**src/rtl/fifo_arb_pkg.sv**
```systemverilog
// Shared definitions for the FIFO write-port arbiter and the sync FIFO instances it feeds.
package fifo_arb_pkg;

  typedef enum logic {
    ARB   = 1'b0,
    BURST = 1'b1
  } arb_state_e;

  localparam int unsigned FIFO_WIDTH         = 8;
  localparam int unsigned FIFO_DEPTH         = 16;
  localparam int unsigned FIFO_POINTER_WIDTH = 4;

endpackage

```
**src/rtl/fifo_wr_arbiter_rr_pick.sv**
```systemverilog
// Combinational round-robin selector: first set req bit after last_idx, wrapping modulo NUM_REQ.
module rr_pick #(
  parameter int unsigned NUM_REQ = 4,
  parameter int unsigned IDX_W   = 2
) (
  input  logic [NUM_REQ-1:0] req,
  input  logic [IDX_W-1:0]   last_idx,
  output logic               found,
  output logic [IDX_W-1:0]   idx
);

  always_comb begin
    found = 1'b0;
    idx   = '0;
    for (int unsigned k = 1; k <= NUM_REQ; k++) begin
      if (!found && req[IDX_W'((32'(last_idx) + k) % NUM_REQ)]) begin
        found = 1'b1;
        idx   = IDX_W'((32'(last_idx) + k) % NUM_REQ);
      end
    end
  end

endmodule

```
**src/rtl/fifo_wr_arbiter.sv**
```systemverilog
// Round-robin, burst-bounded arbiter sharing one sync FIFO write port among NUM_REQ producers.
// Optional statistics counters are enabled with `define FIFO_WR_ARBITER_STATS_EN.
module fifo_wr_arbiter
  import fifo_arb_pkg::*;
#(
  parameter int unsigned NUM_REQ       = 4,
  parameter int unsigned WIDTH         = FIFO_WIDTH,
  parameter int unsigned DEPTH         = FIFO_DEPTH,
  parameter int unsigned POINTER_WIDTH = FIFO_POINTER_WIDTH,
  parameter int unsigned MAX_BURST     = 4,
  parameter int unsigned IDX_W         = 2
) (
  input  logic                     clk,
  input  logic                     reset,
  input  logic [NUM_REQ-1:0]       req,
  input  logic [NUM_REQ*WIDTH-1:0] req_data,
  output logic [NUM_REQ-1:0]       ack,
  output logic                     fifo_wr_en,
  output logic [WIDTH-1:0]         fifo_wdata,
  input  logic                     fifo_full,
  input  logic                     fifo_rd_en,
  input  logic                     fifo_empty,
  output logic [IDX_W-1:0]         grant_idx,
  output logic                     busy,
  output logic [POINTER_WIDTH:0]   occupancy
`ifdef FIFO_WR_ARBITER_STATS_EN
  ,
  output logic [15:0]              stall_cnt,
  output logic [NUM_REQ*16-1:0]    grant_cnt
`endif
);

  localparam int unsigned       CW        = POINTER_WIDTH + 1;
  localparam logic [CW-1:0]     DEPTH_C   = CW'(DEPTH);
  localparam logic [CW-1:0]     LAST_BEAT = CW'(MAX_BURST - 1);
  localparam logic [IDX_W-1:0]  LAST_REQ  = IDX_W'(NUM_REQ - 1);

  arb_state_e       state, state_n;
  logic [IDX_W-1:0] last_idx, last_idx_n, grant_idx_n, pick_idx;
  logic [CW-1:0]    burst_cnt, burst_cnt_n;
  logic             pick_found, space, owner_req, wr, rd;
  logic [WIDTH-1:0] owner_data;

  rr_pick #(
    .NUM_REQ (NUM_REQ),
    .IDX_W   (IDX_W)
  ) u_pick (
    .req      (req),
    .last_idx (last_idx),
    .found    (pick_found),
    .idx      (pick_idx)
  );

  always_comb begin
    owner_data = '0;
    for (int unsigned i = 0; i < NUM_REQ; i++) begin
      if (grant_idx == IDX_W'(i)) owner_data = req_data[i*WIDTH +: WIDTH];
    end
  end

  // Local count guards the cycle where the FIFO's registered full flag still lags a write.
  assign space     = (occupancy < DEPTH_C) && !fifo_full;
  assign owner_req = req[grant_idx];
  assign rd        = fifo_rd_en && !fifo_empty;

  always_comb begin
    state_n     = state;
    grant_idx_n = grant_idx;
    last_idx_n  = last_idx;
    burst_cnt_n = burst_cnt;
    wr          = 1'b0;
    case (state)
      ARB: begin
        if (pick_found) begin
          grant_idx_n = pick_idx;
          burst_cnt_n = '0;
          state_n     = BURST;
        end
      end
      BURST: begin
        if (!owner_req) begin
          state_n    = ARB;
          last_idx_n = grant_idx;
        end else if (space) begin
          wr          = 1'b1;
          burst_cnt_n = burst_cnt + CW'(1);
          if (burst_cnt == LAST_BEAT) begin
            state_n    = ARB;
            last_idx_n = grant_idx;
          end
        end
      end
      default: state_n = ARB;
    endcase
  end

  always_comb begin
    ack = '0;
    if (wr) ack[grant_idx] = 1'b1;
  end

  assign fifo_wr_en = wr;
  assign fifo_wdata = wr ? owner_data : '0;
  assign busy       = (state == BURST);

  always_ff @(posedge clk or negedge reset) begin
    if (!reset) begin
      state     <= ARB;
      grant_idx <= '0;
      last_idx  <= LAST_REQ;
      burst_cnt <= '0;
    end else begin
      state     <= state_n;
      grant_idx <= grant_idx_n;
      last_idx  <= last_idx_n;
      burst_cnt <= burst_cnt_n;
    end
  end

  always_ff @(posedge clk or negedge reset) begin
    if (!reset) begin
      occupancy <= '0;
    end else if (wr && !rd && occupancy != DEPTH_C) begin
      occupancy <= occupancy + CW'(1);
    end else if (rd && !wr && occupancy != '0) begin
      occupancy <= occupancy - CW'(1);
    end
  end

`ifdef FIFO_WR_ARBITER_STATS_EN
  always_ff @(posedge clk or negedge reset) begin
    if (!reset) begin
      stall_cnt <= '0;
    end else if (busy && owner_req && !space && stall_cnt != '1) begin
      stall_cnt <= stall_cnt + 16'd1;
    end
  end

  always_ff @(posedge clk or negedge reset) begin
    if (!reset) begin
      grant_cnt <= '0;
    end else begin
      for (int unsigned i = 0; i < NUM_REQ; i++) begin
        if (state == ARB && pick_found && pick_idx == IDX_W'(i) &&
            grant_cnt[i*16 +: 16] != 16'hFFFF) begin
          grant_cnt[i*16 +: 16] <= grant_cnt[i*16 +: 16] + 16'd1;
        end
      end
    end
  end
`endif

endmodule

```
**config.mk**
```make
export PLATFORM = sky130hd
export DESIGN_NAME = fifo_wr_arbiter
export DESIGN_NICKNAME = d
export VERILOG_FILES = /design/src/rtl/fifo_arb_pkg.sv /design/src/rtl/fifo_wr_arbiter_rr_pick.sv /design/src/rtl/fifo_wr_arbiter.sv
export SDC_FILE = /design/constraint.sdc
export NUM_CORES = 1
export LEC_CHECK = 0
export ABC_AREA = 1
export CORE_ASPECT_RATIO = 1.2
export CORE_UTILIZATION = 26
export DETAILED_ROUTE_END_ITERATION = 12
export HOLD_SLACK_MARGIN = 0.06
export PLACE_DENSITY = 0.53
export SLEW_MARGIN = 15
export SYNTH_ARGS = -nofsm -noshare
export SYNTH_HDL_FRONTEND = slang
export SYNTH_SLANG_ARGS = --single-unit
```
**constraint.sdc**
```tcl
create_clock -name clk -period 3.1 [get_ports clk]
set_clock_uncertainty 0.2 [all_clocks]
set_input_delay 0.31 -clock clk [delete_from_list [all_inputs] [get_ports clk]]
set_output_delay 0.31 -clock clk [all_outputs]
set_load 0.01 [all_outputs]
```
==> results.txt <==
HP Class - input pin to asynchronous set/reset pin
Cell Rows - 30
FF/Latch Area - 378 um2
n_diodes - 0
# Post-CTS Setup Buffers - 0
wire per inst - 11.9 um
CP cell instances - inv_2 > nor2_4 > nand2_1 > nand2_2 > nor2_4 > nor2_8 > buf_4 > o21ai_1 > a21oi_1 > clkdlybuf4s50_1
largest net degree at the start of global routing - 16
most frequent cells in the layout - nand2_1, clkdlybuf4s50_1, inv_1, nand3_1, nor2_1
met1 usage - 18.1%
fin crit period - 2.83 ns
Distinct cells, synth - 27
1st-pass router iterations - 4
met2 usage - 25.8%
R2R setup slack - 0.37 ns
CP startpoint kind - flip-flop
VDD IR-drop max - 0.383 mV
total number of vias - 1689
pre-CTS WS - 0.245 ns
hold_buf cts - 0
area delta synth->final - 47.7%
final net count - 359
die area - 6140 um2
WS Path Type - flip-flop to primary output
CORE AREA - 5630 um2
Slew HR - 52.2%
R2R cell count - 17
Mapped Nets - 296
Initial Util - 26.9%
DRC errors left - 0
grt ovf - 0
clock-pin slew on the worst setup and hold paths - 0.07 ns
Max Root-Sink Buffers - 2
CP arrival - 2.32 ns
largest fanout on the critical path - 12
initial DRC count - 92
status - complete, no violations
worst stage delay on the critical path - 0.55 ns
Clock Power Share - 8.8%
Ports - 62
Post-Layout Cell Count - 375
top_reg_cell synth - dfrtp_1
Net Sw Frac - 50.7%
Clk Latency, worst-skew pair - 0.25 ns
multi-input logic area - 960 um2
endpoint class of the critical path - primary output
Num Clock Sinks - 15
sequential share of the synthesized area - 24.9%
setup violators final - 0
unrepaired setup endpoints after global routing - no
Fillers - 595
number of buffers created by CTS - 3
gr usage total - 14.6%
layout cells sized above 1 - 9.97%
crit path buf inv count - 3
RR Endpoint - occupancy[4]
initial antenna violation count - 0
Netlist Area Pre-Place - 1520 um2
Setup TNS - 0 ns
commonest non-fill, non-tap cell in the layout - nand2_1
global routing's busiest layer - met2
internal power component - 896 uW
Sw Pwr - 922 uW
Tightest Pin Transition - 0.715 ns
cell count after synthesis - 249
number of global-route vias before repair - 1588
Largest delay share family, worst path - buffers and inverters
DR vias/cell - 4.50
CP most frequent cell - nor2_4
Setup crit end - fifo_wdata[5]
Post-CTS Resized - 0
Post-Synthesis Mean Instance Area - 6.09 um2
Fin. Hold Viols - 0
CP max-delay cell - clkdlybuf4s50_1
routed wire length - 4.47 mm
GP Congestion - 0.803
clock tree from TritonCTS - built
Hold WS - 0.291 ns
fraction of registers with async set/reset - 100%
sequential power share - 22.0%
final worst-path cycle share - 91.1%
Crit path required time - 2.59 ns
port bufs - 61
worst setup margin - 0.274 ns
Comb pwr share - 69.1%
Antenna Nets Post-Route - 0
Worst Setup SP - grant_idx[0]
r2r startpoint - grant_idx[0]
dpl cells - 371
first-pass GRT wire length - 7.25 mm
number of synthesized flops with an enable pin - 0
f_max - 354 MHz
Max Slew Vio Count - 0
CTS root buf - clkbuf_8
synth warn - 0
Final HPWL DP - 3.46 mm
Critical Path Stages - 10
power per cell area - 812 nW/um2
leakage dissipation - 1.11 nW
Die X - 71.7 um
Synth Register Bits - 15
Die Ht - 85.7 um
# Max-Cap Violations - 0
H-tree depth - 1
met3 Use GR - 2.82%
[worst register-to-register path: stages, from the launching register on]
cell,delay (ns)
dfrtp_1,0.46
inv_2,0.22
nor2_4,0.09
nand2_1,0.09
nand2_2,0.06
nor2_4,0.17
nor2_8,0.04
nand2_2,0.17
inv_1,0.08
fa_1,0.41
inv_1,0.07
a21oi_1,0.05
o21ai_0,0.20
inv_1,0.06
nand3_1,0.10
nand2_1,0.06
nand2_1,0.05
nand2_1,0.05
[how the worst min path moves through the flow]
stage,cells after the start,startpoint,slack [ns],to
CTS,1,reset,0.32,occupancy[0]
global placement,2,last_idx[1],0.32,last_idx[1]
detailed placement,2,burst_cnt[1],0.33,burst_cnt[1]
floorplan,0,reset,-0.19,burst_cnt[0]
global route,1,reset,0.35,occupancy[2]
finish,1,reset,0.29,occupancy[0]
[cell families after synthesis]
group / share of synthesized area (%)
DFF: 24.9
buffers and inverters: 11.8
adders and majority gates: 5.45
AOI/OAI and AO/OA: 11.1
and+or+nand+nor: 45.6
xor gates and xnor gates: 1.16
[flip-flops by register name, summed over array words and instances (netlist names)]
register,flops
occupancy,5
last_idx,2
burst_cnt,5
busy,1
grant_idx,2
[power groups by stage]
stage | clock (mW) | sequential, mW | combinational [mW]
after floorplan | 0 | 0.381 | 0.861
after global placement | 0 | 0.411 | 1.26
after detailed placement | 0 | 0.408 | 1.26
after CTS | 0.167 | 0.404 | 1.27
after global routing | 0.178 | 0.415 | 1.43
final | 0.161 | 0.401 | 1.26
[per-stage QoR]
step	util [%]	total power, mW	cell area, um2
2_1_floorplan	-	1.24	1520
3_3_place_gp	39.0	1.67	2190
3_5_place_dp	39.0	1.67	2190
4_1_cts	39.8	1.84	2240
5_1_grt	39.8	2.03	2240
6_report	39.8	1.82	2240
[area by class of cell]
type	count	share of cell area [%]
Multi-Input combinational cell	190	42.8
Timing Repair Buffer	64	28.3
Sequential cell	15	16.9
Inverter	38	6.37
Tap cell	64	3.58
Clock buffer	3	1.84
Clock inverter	1	0.223
[synthesized netlist by cell type, drive strengths merged (4+ instances only)]
| cell type | instances | area (um2) |
|---|---|---|
| or2 | 4 | 25.0 |
| nor2 | 20 | 109 |
| o21ai | 19 | 95.1 |
| nor3 | 5 | 50.1 |
| inv | 38 | 143 |
| nand3 | 23 | 115 |
| dfrtp | 13 | 325 |
| ha | 5 | 62.6 |
| a21oi | 9 | 45.0 |
| nand2 | 94 | 368 |
| buf | 4 | 28.8 |
| nand4 | 4 | 25.0 |
[metal layers]
| metal | wire length [um] | vias up |
|---|---|---|
| met5 | 0 | - |
| li1 | - | 904 |
| met1 | 2070 | 727 |
| met4 | 19 | 0 |
| met2 | 2110 | 56 |
| met3 | 271 | 2 |
No activity file was read; power rests on OpenSTA's default activity.
